`src/rtl/booth_radix4_multiplier.sv`:
```
// booth_radix4_multiplier
// Iterative radix-4 (modified Booth) multiplier with a start/busy/done handshake.
// Each RUN cycle retires two multiplier bits; signed or unsigned per request.
// Optional feature macro: BOOTH_ZERO_BYPASS_EN (a zero operand finishes at once).
//
// state | meaning
// ------+--------------------------------------------------------------
// IDLE  | waiting for start
// RUN   | one Booth digit per cycle; busy high
// DONE  | single-cycle done pulse, result valid; start is accepted here
module booth_radix4_multiplier #(
    parameter int WIDTH = 16
) (
    input  logic               clk,
    input  logic               rst_n,
    input  logic               start,
    input  logic               signed_mode,
    input  logic [WIDTH-1:0]   a,
    input  logic [WIDTH-1:0]   b,
    output logic               busy,
    output logic               done,
    output logic [2*WIDTH-1:0] result
);
    // Operands carry two extra bits so unsigned values get a positive top digit.
    localparam int EW   = WIDTH + 2;
    localparam int HW   = EW + 1;
    localparam int ACCW = HW + EW;
    localparam int N    = WIDTH / 2 + 1;
    localparam int CW   = $clog2(N);

    if ((WIDTH % 2) != 0 || WIDTH < 4) begin : g_bad_width
        $error("booth_radix4_multiplier: WIDTH must be even and >= 4");
    end

    typedef enum logic [1:0] {IDLE = 2'd0, RUN = 2'd1, DONE = 2'd2} state_t;

    state_t              r_state;
    state_t              w_state_next;
    logic [ACCW-1:0]     r_acc;
    logic [EW-1:0]       r_m;
    logic                r_prev;
    logic [CW-1:0]       r_cnt;
    logic [2*WIDTH-1:0]  r_result;

    logic [EW-1:0]       w_a_ext;
    logic [EW-1:0]       w_b_ext;
    logic [HW-1:0]       w_dec;
    logic [HW-1:0]       w_hi_sum;
    logic [ACCW-1:0]     w_sum;
    logic [ACCW-1:0]     w_acc_next;
    logic                w_accept;
    logic                w_last;
    logic                w_zero;

    assign w_a_ext  = signed_mode ? {{2{a[WIDTH-1]}}, a} : {2'b00, a};
    assign w_b_ext  = signed_mode ? {{2{b[WIDTH-1]}}, b} : {2'b00, b};
    assign w_accept = start && (r_state == IDLE || r_state == DONE);
    assign w_last   = (r_cnt == CW'(N - 1));

`ifdef BOOTH_ZERO_BYPASS_EN
    assign w_zero = (a == '0) || (b == '0);
`else
    assign w_zero = 1'b0;
`endif

    // Booth digit decode of {b[2i+1], b[2i], b[2i-1]} into the addend for the upper half.
    always_comb begin
        w_dec = '0;
        case ({r_acc[1:0], r_prev})
            3'b001, 3'b010: w_dec = {r_m[EW-1], r_m};
            3'b011:         w_dec = {r_m, 1'b0};
            3'b100:         w_dec = -{r_m, 1'b0};
            3'b101, 3'b110: w_dec = -{r_m[EW-1], r_m};
            default:        w_dec = '0;
        endcase
    end

    // Add into the upper half, then arithmetic shift of the whole accumulator by two.
    always_comb begin
        w_hi_sum   = r_acc[ACCW-1:EW] + w_dec;
        w_sum      = {w_hi_sum, r_acc[EW-1:0]};
        w_acc_next = {{2{w_sum[ACCW-1]}}, w_sum[ACCW-1:2]};
    end

    // State register.
    always_ff @(posedge clk or negedge rst_n) begin
        if (!rst_n) r_state <= IDLE;
        else        r_state <= w_state_next;
    end

    // Next-state logic.
    always_comb begin
        w_state_next = r_state;
        case (r_state)
            IDLE:    if (w_accept) w_state_next = w_zero ? DONE : RUN;
            RUN:     if (w_last)   w_state_next = DONE;
            DONE:    w_state_next = w_accept ? (w_zero ? DONE : RUN) : IDLE;
            default: w_state_next = IDLE;
        endcase
    end

    // Outputs decoded from state.
    always_comb begin
        busy = (r_state == RUN);
        done = (r_state == DONE);
    end

    assign result = r_result;

    // Datapath: latch operands on acceptance, one Booth step per RUN cycle.
    always_ff @(posedge clk or negedge rst_n) begin
        if (!rst_n) begin
            r_acc    <= '0;
            r_m      <= '0;
            r_prev   <= 1'b0;
            r_cnt    <= '0;
            r_result <= '0;
        end else if (w_accept) begin
            r_acc  <= {{HW{1'b0}}, w_b_ext};
            r_m    <= w_a_ext;
            r_prev <= 1'b0;
            r_cnt  <= '0;
            if (w_zero) r_result <= '0;
        end else if (r_state == RUN) begin
            r_acc  <= w_acc_next;
            r_prev <= r_acc[1];
            r_cnt  <= r_cnt + CW'(1);
            if (w_last) r_result <= w_acc_next[2*WIDTH-1:0];
        end
    end

endmodule

```
`config.mk`:
```
export PLATFORM = sky130hd
export DESIGN_NAME = booth_radix4_multiplier
export DESIGN_NICKNAME = d
export VERILOG_FILES = /design/src/rtl/booth_radix4_multiplier.sv
export SDC_FILE = /design/constraint.sdc
export NUM_CORES = 1
export LEC_CHECK = 0
export ABC_AREA = 1
export CAP_MARGIN = 20
export CORE_MARGIN = 2
export CORE_UTILIZATION = 50
export CTS_BUF_LIST = sky130_fd_sc_hd__clkbuf_2 sky130_fd_sc_hd__clkbuf_4 sky130_fd_sc_hd__clkbuf_8
export DETAILED_ROUTE_END_ITERATION = 7
export GPL_TIMING_DRIVEN = 1
export MAX_ROUTING_LAYER = met4
export PLACE_DENSITY = 0.72
export SYNTH_ARGS = -nofsm -noshare
export SYNTH_HDL_FRONTEND = slang
export SYNTH_SLANG_ARGS = --single-unit
export TNS_END_PERCENT = 30
```
`constraint.sdc`:
```
create_clock -name clk -period 3.62 [get_ports clk]
set_clock_uncertainty 0.2 [all_clocks]
set_input_delay 0.724 -clock clk [delete_from_list [all_inputs] [get_ports clk]]
set_output_delay 0.724 -clock clk [all_outputs]
set_load 0.005 [all_outputs]
```
==> run summary <==
Yosys reg bits - 91
vias per cell - 5.420
Mapped Nets - 736
CP endpoint kind - flip-flop
commonest non-fill, non-tap cell in the layout - nand2_1
final instance area - 6360 sq um
first-pass GRT wire length - 22800 um
I/O pins - 70
site row count - 37
adder-cell share of the synthesized area - 0.05334
class of the worst hold path - in2async
Max Cap Violations - 0
critical path launch point type - flip-flop
grt total ovfl - 0
Setup CP Type - reg2reg
Detailed Place HPWL - 10140 um
f_max - 0.2928 GHz
clk buf depth - 2
max-slew violation count - 0
Fin. Hold Viols - 0
worst hold margin - 0.1790 ns
fin nets - 806
Die Width - 107.0 um
wirelength, routed - 13840 um
Compound-Gate Fraction of Synth Area - 0.1744
# H-tree levels - 3
number of buffers created by CTS - 9
Layout fillers - 956
Cells after Synth - 678
number of diodes - 0
Critical Path RT - 3.70 ns
CTS tree - built
Die Height - 107.0 um
WL/cell - 15.57 um
Mapped Area - 5301 sq um
clk slew on worst S/H paths - 0.10 ns
# clock sinks - 91
max_slew headroom - 0.4552
DRC viols - 0
Worst Path Max Fanout - 5
Final setup viols - 0
async set-reset flop share out of synthesis - 1.000
register area share after synthesis - 0.4295
ys flop type - dfrtp_1
simple-gate portion of the synthesized area - 0.2311
detailed-route via count - 4818
most frequent cells in the layout - nand2_1 (181), o21ai_0 (93), dfrtp_1 (91)
xor and xnor area share after synthesis - 0.03304
GP Congestion - 0.9524
DP Area - 6111 sq um
worst-margin pin slew - 0.8161 ns
Period Utilization, post-route - 0.9435
YS warnings - 0
worst-skew pair later-pin latency - 0.38 ns
synth unique cells - 43
area grow syn2layout - 19.97%
core area - 10320 sq um
Total GRT Usage - 0.2612
Initial DRT Pass Iterations - 7
Post-synth EDFFs - 0
largest net degree at the start of global routing - 55
# port buffers - 69
mux share of post-synthesis cell area - 0
DIE AREA - 11440 sq um
post-route ant nets - 0
Mean Syn Cell Area - 7.819 sq um
initial DRC count - 348
share of cells above drive strength 1 - 0.07570
initial antenna violation count - 0
vias in the first global route - 4649
starting density of the core - 0.5135
arrival time at the worst endpoint - 3.50 ns
Final min period - 3.416 ns
cts hold-fix bufs - 0
status - finished clean
root buf cell - clkbuf_8
largest family of logic cells by synthesized area - simple AND/OR/NAND/NOR gates
-- cells in the mapped netlist (all sizes together), types with 6 or more instances --
cell type / n / share of area
clkbuf: 12 / 0.0087
o21ai: 98 / 0.093
nand4: 8 / 0.011
nand3: 33 / 0.034
nor2: 41 / 0.037
buf: 9 / 0.010
a21oi: 17 / 0.017
ha: 21 / 0.050
inv: 83 / 0.059
nand2: 188 / 0.14
o221ai: 9 / 0.015
nor3: 6 / 0.0066
o22ai: 8 / 0.0094
xor2: 18 / 0.030
dfrtp: 91 / 0.43
-- layout make-up --
| cell class | instances | area, sq um | share of cell area |
|---|---|---|---|
| clock buffer | 10 | 137.6 | 0.02164 |
| clock inverter | 6 | 71.32 | 0.01121 |
| inverter | 84 | 319.1 | 0.05017 |
| multi-input combinational | 482 | 2614 | 0.4110 |
| sequential | 91 | 2277 | 0.3581 |
| tap | 136 | 170.2 | 0.02676 |
| timing repair buffer | 80 | 770.7 | 0.1212 |
-- cells by family (layout without fill, tap and decap cells) --
logic type / count (synthesis) / in the layout
AND/OR/NAND/NOR: 281 / 281
AO/OA/AOI/OAI: 159 / 159
buffers and inverters: 105 / 180
flip-flops: 91 / 91
adder cells (fa/ha/maj): 22 / 22
XOR/XNOR: 20 / 20
-- state kept, by name (all words and copies together), names as in the netlist --
signal   cells
r_state      2
r_m         17
r_prev       1
r_cnt        4
result      32
r_acc       35
-- routing by layer --
metal	vias to the layer above	global-route usage	share of wire
li1	2383	-	-
met1	2305	0.3772	0.50
met2	113	0.3813	0.44
met3	17	0.03769	0.046
met4	0	0.08442	0.016
met5	-	-	0
-- worst max-delay path, cell delays in order (launching register included) --
cell and delay (ns):
dfrtp_1 0.39, inv_1 0.14, ha_1 0.24, nand2_2 0.10, nor2_4 0.17, nand3_1 0.11
xor2_1 0.19, o22ai_1 0.09, nor2_1 0.13, o21ai_0 0.20, ha_1 0.40, a21oi_1 0.20
a21boi_2 0.22, nor2_1 0.07, nor3_1 0.22, nand3_1 0.11, nand3_1 0.10, nand2_1 0.05
-- path summary, 6_finish.rpt --
| path | startpoint | endpoint | slack, ns | depth (start not counted) |
|---|---|---|---|---|
| worst min-delay path | rst_n | result[1] | 0.18 | 1 |
| worst max register to register | r_m[0] | r_acc[32] | 0.20 | 17 |
| worst max-delay path | r_m[0] | r_acc[32] | 0.20 | 17 |
| worst min register to register | result[17] | result[17] | 0.29 | 2 |
| min in group clk | result[17] | result[17] | 0.29 | 2 |
| max in group asynchronous | rst_n | result[21] | 2.27 | 2 |
-- per-stage QoR --
stage / instances / setup WS, ns / util / setup TNS (ns)
4_1_cts: 885 / 0.2441 / 0.6122 / 0
3_3_place_gp: 869 / 0.2607 / 0.5919 / 0
6_report: 889 / 0.2044 / 0.6160 / 0
3_5_place_dp: 869 / 0.2709 / 0.5919 / 0
5_1_grt: 889 / -0.05120 / 0.6160 / -0.06395
2_1_floorplan: 678 / 0.7732 / - / 0
-- timing repair --
item,4_1_cts,5_1_grt
buffers inserted,0,4
setup endpoints to repair,0,9
gates resized for setup,0,3
endpoints found under the hold margin,0,0
Power is left out: the tool's default activity adds up to more than one toggle a clock period on the data nets, which glitch-free logic cannot reach.
